==> config.mk <==
export PLATFORM = sky130hd
export DESIGN_NAME = mem_port_arbiter
export DESIGN_NICKNAME = d
export VERILOG_FILES = /design/src/rtl/mem_port_arbiter_pkg.sv /design/src/rtl/mem_port_arbiter_starve.sv /design/src/rtl/mem_port_arbiter.sv
export SDC_FILE = /design/constraint.sdc
export NUM_CORES = 1
export LEC_CHECK = 0
export CORE_MARGIN = 8
export CORE_UTILIZATION = 33
export CTS_BUF_LIST = sky130_fd_sc_hd__clkbuf_8
export DETAILED_ROUTE_END_ITERATION = 12
export PLACE_DENSITY = 0.84
export SYNTH_ARGS = -nofsm -noshare
export SYNTH_HDL_FRONTEND = slang
export SYNTH_SLANG_ARGS = --single-unit
==> constraint.sdc <==
create_clock -name clk -period 2.3 [get_ports clk]
set_input_delay 0.23 -clock clk [delete_from_list [all_inputs] [get_ports clk]]
set_output_delay 0.23 -clock clk [all_outputs]
set_load 0.005 [all_outputs]
==> src/rtl/mem_port_arbiter_pkg.sv <==
// Shared types for the fetch/data memory port arbiter.
// Owner and state encodings plus counter widths.
package mem_port_arbiter_pkg;

  typedef enum logic [1:0] {
    OWN_NONE = 2'd0,
    OWN_IF   = 2'd1,
    OWN_D    = 2'd2
  } owner_e;

  typedef enum logic {
    IDLE    = 1'b0,
    RD_WAIT = 1'b1
  } state_e;

  localparam int LAT_W    = 2;
  localparam int STARVE_W = 3;

endpackage

==> src/rtl/mem_port_arbiter_starve.sv <==
// Saturating count of consecutive denied fetch cycles.
// prio flags that fetch must win the next arbitration.
module arb_starve_ctr
  import mem_port_arbiter_pkg::*;
#(
  parameter int STARVE_MAX = 3
) (
  input  logic clk,
  input  logic rst,
  input  logic req,
  input  logic gnt,
  output logic prio
);

  localparam logic [STARVE_W-1:0] MAX = STARVE_W'(STARVE_MAX);

  logic [STARVE_W-1:0] cnt_q;
  logic [STARVE_W-1:0] cnt_d;

  always_comb begin
    cnt_d = cnt_q;
    if (!req || gnt) begin
      cnt_d = '0;
    end else if (cnt_q != MAX) begin
      cnt_d = cnt_q + STARVE_W'(1);
    end
  end

  always_ff @(posedge clk or negedge rst) begin
    if (!rst) begin
      cnt_q <= '0;
    end else begin
      cnt_q <= cnt_d;
    end
  end

  assign prio = (cnt_q == MAX);

endmodule

==> src/rtl/mem_port_arbiter.sv <==
// Single-port memory arbiter between instruction fetch and data access.
// Tracks one outstanding read and routes its data back to the owner.
module mem_port_arbiter
  import mem_port_arbiter_pkg::*;
#(
  parameter int ADDR_W     = 8,
  parameter int DATA_W     = 8,
  parameter int MEM_LAT    = 1,
  parameter int STARVE_MAX = 3
) (
  input  logic              clk,
  input  logic              rst,
  input  logic              if_req,
  input  logic [ADDR_W-1:0] if_addr,
  input  logic              if_kill,
  output logic              if_gnt,
  output logic              if_rvalid,
  output logic [DATA_W-1:0] if_rdata,
  input  logic              d_req,
  input  logic              d_we,
  input  logic [ADDR_W-1:0] d_addr,
  input  logic [DATA_W-1:0] d_wdata,
  output logic              d_gnt,
  output logic              d_rvalid,
  output logic [DATA_W-1:0] d_rdata,
  output logic              mem_en,
  output logic              mem_we,
  output logic [ADDR_W-1:0] mem_addr,
  output logic [DATA_W-1:0] mem_wdata,
  input  logic [DATA_W-1:0] mem_rdata,
  output logic              busy
);

  localparam logic [LAT_W-1:0] LAT = LAT_W'(MEM_LAT);

  state_e           state_q, state_d;
  owner_e           owner_q, owner_d;
  logic [LAT_W-1:0] cnt_q, cnt_d;
  logic             kill_q, kill_d;

  logic prio;
  logic slot;
  logic done;
  logic if_win;
  logic d_win;

  arb_starve_ctr #(
    .STARVE_MAX(STARVE_MAX)
  ) u_starve (
    .clk (clk),
    .rst (rst),
    .req (if_req),
    .gnt (if_gnt),
    .prio(prio)
  );

  // The last wait cycle doubles as a fresh arbitration slot.
  always_comb begin
    done   = (state_q == RD_WAIT) && (cnt_q == LAT);
    slot   = (state_q == IDLE) || done;
    if_win = rst && slot && if_req && (!d_req || prio);
    d_win  = rst && slot && d_req && !if_win;
  end

  always_comb begin
    if_gnt    = if_win;
    d_gnt     = d_win;
    mem_en    = if_win || d_win;
    mem_we    = 1'b0;
    mem_addr  = '0;
    mem_wdata = '0;
    if (if_win) begin
      mem_addr = if_addr;
    end else if (d_win) begin
      mem_addr  = d_addr;
      mem_we    = d_we;
      mem_wdata = d_wdata;
    end
    if_rvalid = done && (owner_q == OWN_IF)
                && !kill_q && !if_kill;
    d_rvalid  = done && (owner_q == OWN_D);
    if_rdata  = if_rvalid ? mem_rdata : '0;
    d_rdata   = d_rvalid ? mem_rdata : '0;
    busy      = (state_q == RD_WAIT);
  end

  always_comb begin
    state_d = state_q;
    owner_d = owner_q;
    cnt_d   = cnt_q;
    kill_d  = kill_q;
    if (done) begin
      state_d = IDLE;
      owner_d = OWN_NONE;
      cnt_d   = '0;
      kill_d  = 1'b0;
    end else if (state_q == RD_WAIT) begin
      cnt_d  = cnt_q + LAT_W'(1);
      kill_d = kill_q || (if_kill && owner_q == OWN_IF);
    end
    if (if_win || (d_win && !d_we)) begin
      state_d = RD_WAIT;
      owner_d = if_win ? OWN_IF : OWN_D;
      cnt_d   = LAT_W'(1);
      kill_d  = 1'b0;
    end
  end

  always_ff @(posedge clk or negedge rst) begin
    if (!rst) begin
      state_q <= IDLE;
      owner_q <= OWN_NONE;
      cnt_q   <= '0;
      kill_q  <= 1'b0;
    end else begin
      state_q <= state_d;
      owner_q <= owner_d;
      cnt_q   <= cnt_d;
      kill_q  <= kill_d;
    end
  end

endmodule

## After elaboration in Yosys (flattened, before gate mapping)

Cells that the tools add are included.

- Bits in registers: 9
- Output and inout bits: 39
- Word-level logic and storage cells: 61

- Add/sub/neg operators: 2
- Equality and inequality tests: 5
- Multiplexer cells: 21
- Bitwise operators: 1
- Reductions and logical operators: 27

Operators by type and width:

| cell | count |
|---|---|
| two-way mux 8 bit | 6 |
| logical AND 1 bit | 12 |
| two-way mux 2 bit | 6 |
| two-way mux 1 bit | 7 |
| zero test 1 bit | 6 |
| logical OR 1 bit | 6 |
| two-way mux 3 bit | 2 |
| == test 2 x 1 -> 1 bit (second input constant) | 2 |
| nonzero test 2 bit | 2 |
| adder 3 x 1 -> 3 bit (second input constant) | 1 |
| == test 3 x 2 -> 1 bit (second input constant) | 1 |
| inequality test 3 x 2 -> 1 bit (second input constant) | 1 |
| nonzero test 3 bit | 1 |
| adder 2 x 1 -> 2 bit (second input constant) | 1 |
| == test 2 bit (second input constant) | 1 |
| inverter 1 bit | 1 |

## Logic depth before layout (Yosys ltp)

- Word-level depth: 11
- Depth in mapped cells: 7

## By module

Synthesis repeated with hierarchy kept, for this count alone.

- Cells, all modules: 104
- Area total of the unflattened synthesis: 850.8 µm²

By module, submodules not included:

| module | instances | cells an instance | area an instance (µm²) | sequential area each (µm²) |
|---|---|---|---|---|
| mem_port_arbiter | 1 | 91 | 700.7 | 150.1 |
| arb_starve_ctr | 1 | 13 | 150.1 | 75.1 |

## Worst setup path after synthesis

Ideal clock, no wire load.

- Kind: register -> output
- Start: reg u_starve.cnt_q[0]
- End: out mem_wdata[0]
- Arrival time: 1.601 ns
- Path slack: 0.469 ns
- Cell stages (with the launch flop): 6
- Buffers on the path: 0
- Cell sequence: dfrtp_1 ha_1 ha_1 a21bo_2 a211oi_2 and2_1

- Word-level cells in the longest chain between the ends: 7

Ends and longest elaborated chain:

| element | RTL line | source |
|---|---|---|
| from (decl) | mem_port_arbiter_starve.sv:17 | `logic [STARVE_W-1:0] cnt_q;` |
| from (signal assigned) | mem_port_arbiter_starve.sv:33 | `cnt_q <= cnt_d;` |
| == test 3 x 2 -> 1 bit | mem_port_arbiter_starve.sv:37 | `assign prio = (cnt_q == MAX);` |
| logical OR 1 bit | mem_port_arbiter.sv:61 | `if_win = rst && slot && if_req && (!d_req \|\| prio);` |
| logical AND 1 bit | mem_port_arbiter.sv:61 |  |
| zero test 1 bit | mem_port_arbiter.sv:62 | `d_win = rst && slot && d_req && !if_win;` |
| logical AND 1 bit | mem_port_arbiter.sv:62 |  |
| via d_gnt | mem_port_arbiter.sv:23 | `output logic d_gnt,` |
| two-way mux 8 bit | mem_port_arbiter.sv:74 | `end else if (d_win) begin` |
| two-way mux 8 bit | mem_port_arbiter.sv:72 | `if (if_win) begin` |
| to (decl) | mem_port_arbiter.sv:29 | `output logic [DATA_W-1:0] mem_wdata,` |

The timed path passes the listed nets, and every way through them passes these cells.

## Worst setup path after layout

- Start: reg u_starve.cnt_q[0]
- End: out mem_wdata[0]

- Word-level cells in the longest chain between the ends: 7

Ends and longest elaborated chain:

| element | RTL line |
|---|---|
| == test 3 x 2 -> 1 bit (*) | mem_port_arbiter_starve.sv:37 |
| logical OR 1 bit (*) | mem_port_arbiter.sv:61 |
| logical AND 1 bit (*) | mem_port_arbiter.sv:61 |
| zero test 1 bit | mem_port_arbiter.sv:62 |
| logical AND 1 bit | mem_port_arbiter.sv:62 |
| two-way mux 8 bit | mem_port_arbiter.sv:74 |
| two-way mux 8 bit (*) | mem_port_arbiter.sv:72 |

Mark *: on every way between the ends. The rest lies on a longest branch, timed or not.

==> qor.yml <==
outcome: "finished clean"
multiInputGateArea_um2: 694
grt_pass1_wl_um: 5840
setup_viol: 0
cts-htree-levels: 1
fin_util: 0.697
fp.dieArea_um2: 4660
worstPathRequired_ns: 2.07
fmax_ghz: 0.443
gp_congestion: 0.803
cts_tree: "yes"
synth_cell_types: 32
grt_remaining_overflow: 0
drc: 0
synthesis.nets: 146
final_nets: 239
drt_pass1_iterations: 5
synthTopCellsByArea: "dfrtp_1 (25%), and2_1 (17%), nand3b_1 (7.5%), o211ai_1 (6.7%), a21oi_1 (5.5%)"
grt_usage: 0.166
drt-total-wl_um: 4000
clock_skew_ns: 0.00115
syn_area_per_cell_um2: 8.51
leakagePower_uw: 0.000832
worst_ep_arrival_time_ns: 2.03
regArea_um2: 225
initialDrtViolationCount: 31
grt_pass1_vias: 1268
peakVddDrop_uv: 471
hold_ws_ns: 0.348
crit_type: "reg -> out"
hpwl_um: 3050
post-route-min-period_ns: 2.26
synth_seq_area_share: 0.250
maxCapViolCount: 0
numCtsBuffers: 3
synthCells: 106
n_fill_cell: 219
dr_total_vias: 1218
ant_nets: 0
worstMarginPinSlew_ns: 0.433
drive_gt1_frac: 0.187
antenna_found_initial: 0
drv_slew: 0
hold_buffers: 0
start_util: 0.336
synth_top_area_cell: "dfrtp_1"
synth_top_area_frac: 0.250
cts_root_buf: "clkbuf_8"
cp_max_fo: 3
fp.coreArea_um2: 2690
avgViaCountPerCell: 5.32
endpoint_kind: "output port"
clock-sinks: 9
yosysWarningCount: 0
antennaDiodeCount: 0
crit_path_start_kind: "flip-flop"
hold_class: "in -> async"
clockBufferDepth: 2
finalHoldViolations: 0
portBuffers: 76
clkLatencyLatePin_ns: 0.23
io_pins: 77
row_count: 19
power_density_nw_per_um2: 488
wl_per_cell_um: 17.5
power_uw: 914
fin_crit_sh: 0.981
cts.clk_slew.worst_paths_ns: 0.05
synthToLayoutAreaGrowth_pct: 107
maxSlewHeadroom: 0.711
die_w_um: 68.3
dieHeight_um: 68.3
ys_ff_latch: 9
synthesis.area_um2: 902
grt_max_degree: 18
==> cell usage after synthesis <==
master,count
o211a_1,1
a21o_1,1
a21bo_2,1
a2bb2oi_1,1
o21ai_0,2
buf_2,2
o221a_2,1
nor3b_2,1
nor3_1,4
nand2_1,4
nor2b_2,1
nor4_4,1
a2111oi_4,1
and2_1,25
a211oi_2,1
xnor2_1,1
o21ba_1,1
nand2b_1,1
o21bai_1,1
nand3b_1,9
o211ai_1,8
a21oi_1,10
mux2i_1,1
buf_6,1
nand2b_4,1
dfrtp_1,9
inv_1,4
xor2_1,1
nor2_1,4
clkbuf_1,4
ha_1,2
nand3b_2,1
==> cell type report <==
cell class                 instances  area share
clock buffer                       3      0.0221
clock inverter                     1     0.00201
inverter                           4     0.00802
multi-input combinational         88       0.371
sequential                         9       0.120
tap                               31      0.0207
timing repair buffer              93       0.456
==> routing by layer <==
layer | global-route usage | up-vias | wire length (um)
li1 | - | 565 | -
met1 | 0.138 | 557 | 1410
met2 | 0.338 | 85 | 2030
met3 | 0.0704 | 11 | 481
met4 | 0.0563 | 0 | 74
met5 | 0 | - | 0
==> final timing paths <==
| kind | from | endpoint | slack (ns) | cells past startpoint |
|---|---|---|---|---|
| max | u_starve.cnt_q[0] | mem_wdata[0] | 0.04 | 8 |
| min | rst | cnt_q[1] | 0.35 | 2 |
| max reg2reg | u_starve.cnt_q[0] | kill_q | 0.27 | 7 |
| min reg2reg | cnt_q[1] | cnt_q[1] | 0.55 | 1 |
| max in group asynchronous | rst | owner_q[0] | 1.81 | 2 |
| min in group clk | cnt_q[1] | cnt_q[1] | 0.55 | 1 |
==> critical path, cell delays in order (launching register included) <==
cell and delay (ns):
dfrtp_1 0.39, ha_2 0.21, ha_4 0.17, a21bo_4 0.21, a211oi_2 0.17, buf_4 0.15
buf_4 0.11, and2_1 0.14, dlygate4sd2_1 0.24
==> logic make-up (layout without fill, tap and decap cells) <==
group                    after synthesis  count (layout)  synth area share
multiplexers                           1               1            0.0111
buffers and inverters                 11             101            0.0569
AO/OA/AOI/OAI                         29              29             0.250
XOR/XNOR                               2               2            0.0194
adder cells (fa/ha/maj)                2               2            0.0277
AND/OR/NAND/NOR                       52              54             0.386
flip-flops                             9               9             0.250
==> layout by cell type, fill, tap and decap left out, types with 2 or more instances in the layout <==
cell type,instances
a21oi_1,10
and2_1,24
buf_2,3
buf_4,16
clkbuf_8,3
clkdlybuf4s50_1,58
dfrtp_1,9
dlygate4sd2_1,14
inv_1,5
nand2_1,4
nand3b_1,9
nor2_1,4
nor3_1,4
o211ai_1,8
o21ai_0,2
==> report_power, final <==
part | switching, uW | internal, uW
Combinational | 213 | 270
Sequential | 54.3 | 196
Clock | 64.1 | 116
==> registers in the layout, summed over array words and instances (netlist names) <==
name and count:
kill_q 1, cnt_q 2, u_starve.cnt_q 3, owner_q 2
busy 1
==> what timing repair did <==
| action | CTS | global route |
|---|---|---|
| endpoints found under the setup margin | 19 | 22 |
| pin swaps | 1 | 2 |
| buffers inserted | 6 | 2 |
| gates resized for setup | 29 | 7 |
| cloned | 1 | 2 |
==> stage by stage <==
step                      instances  setup TNS, ns  worst slack, ns  area (um^2)
after CTS                       225              0         0.000511         1830
final                           229              0           0.0436         1870
after detailed placement        214        -0.0745          -0.0277         1730
after global placement          214              0           0.0476         1730
after floorplan                 106              0            0.469          902
after global routing            229        -0.0244          -0.0116         1870
No activity file was read; power rests on OpenSTA's default activity.
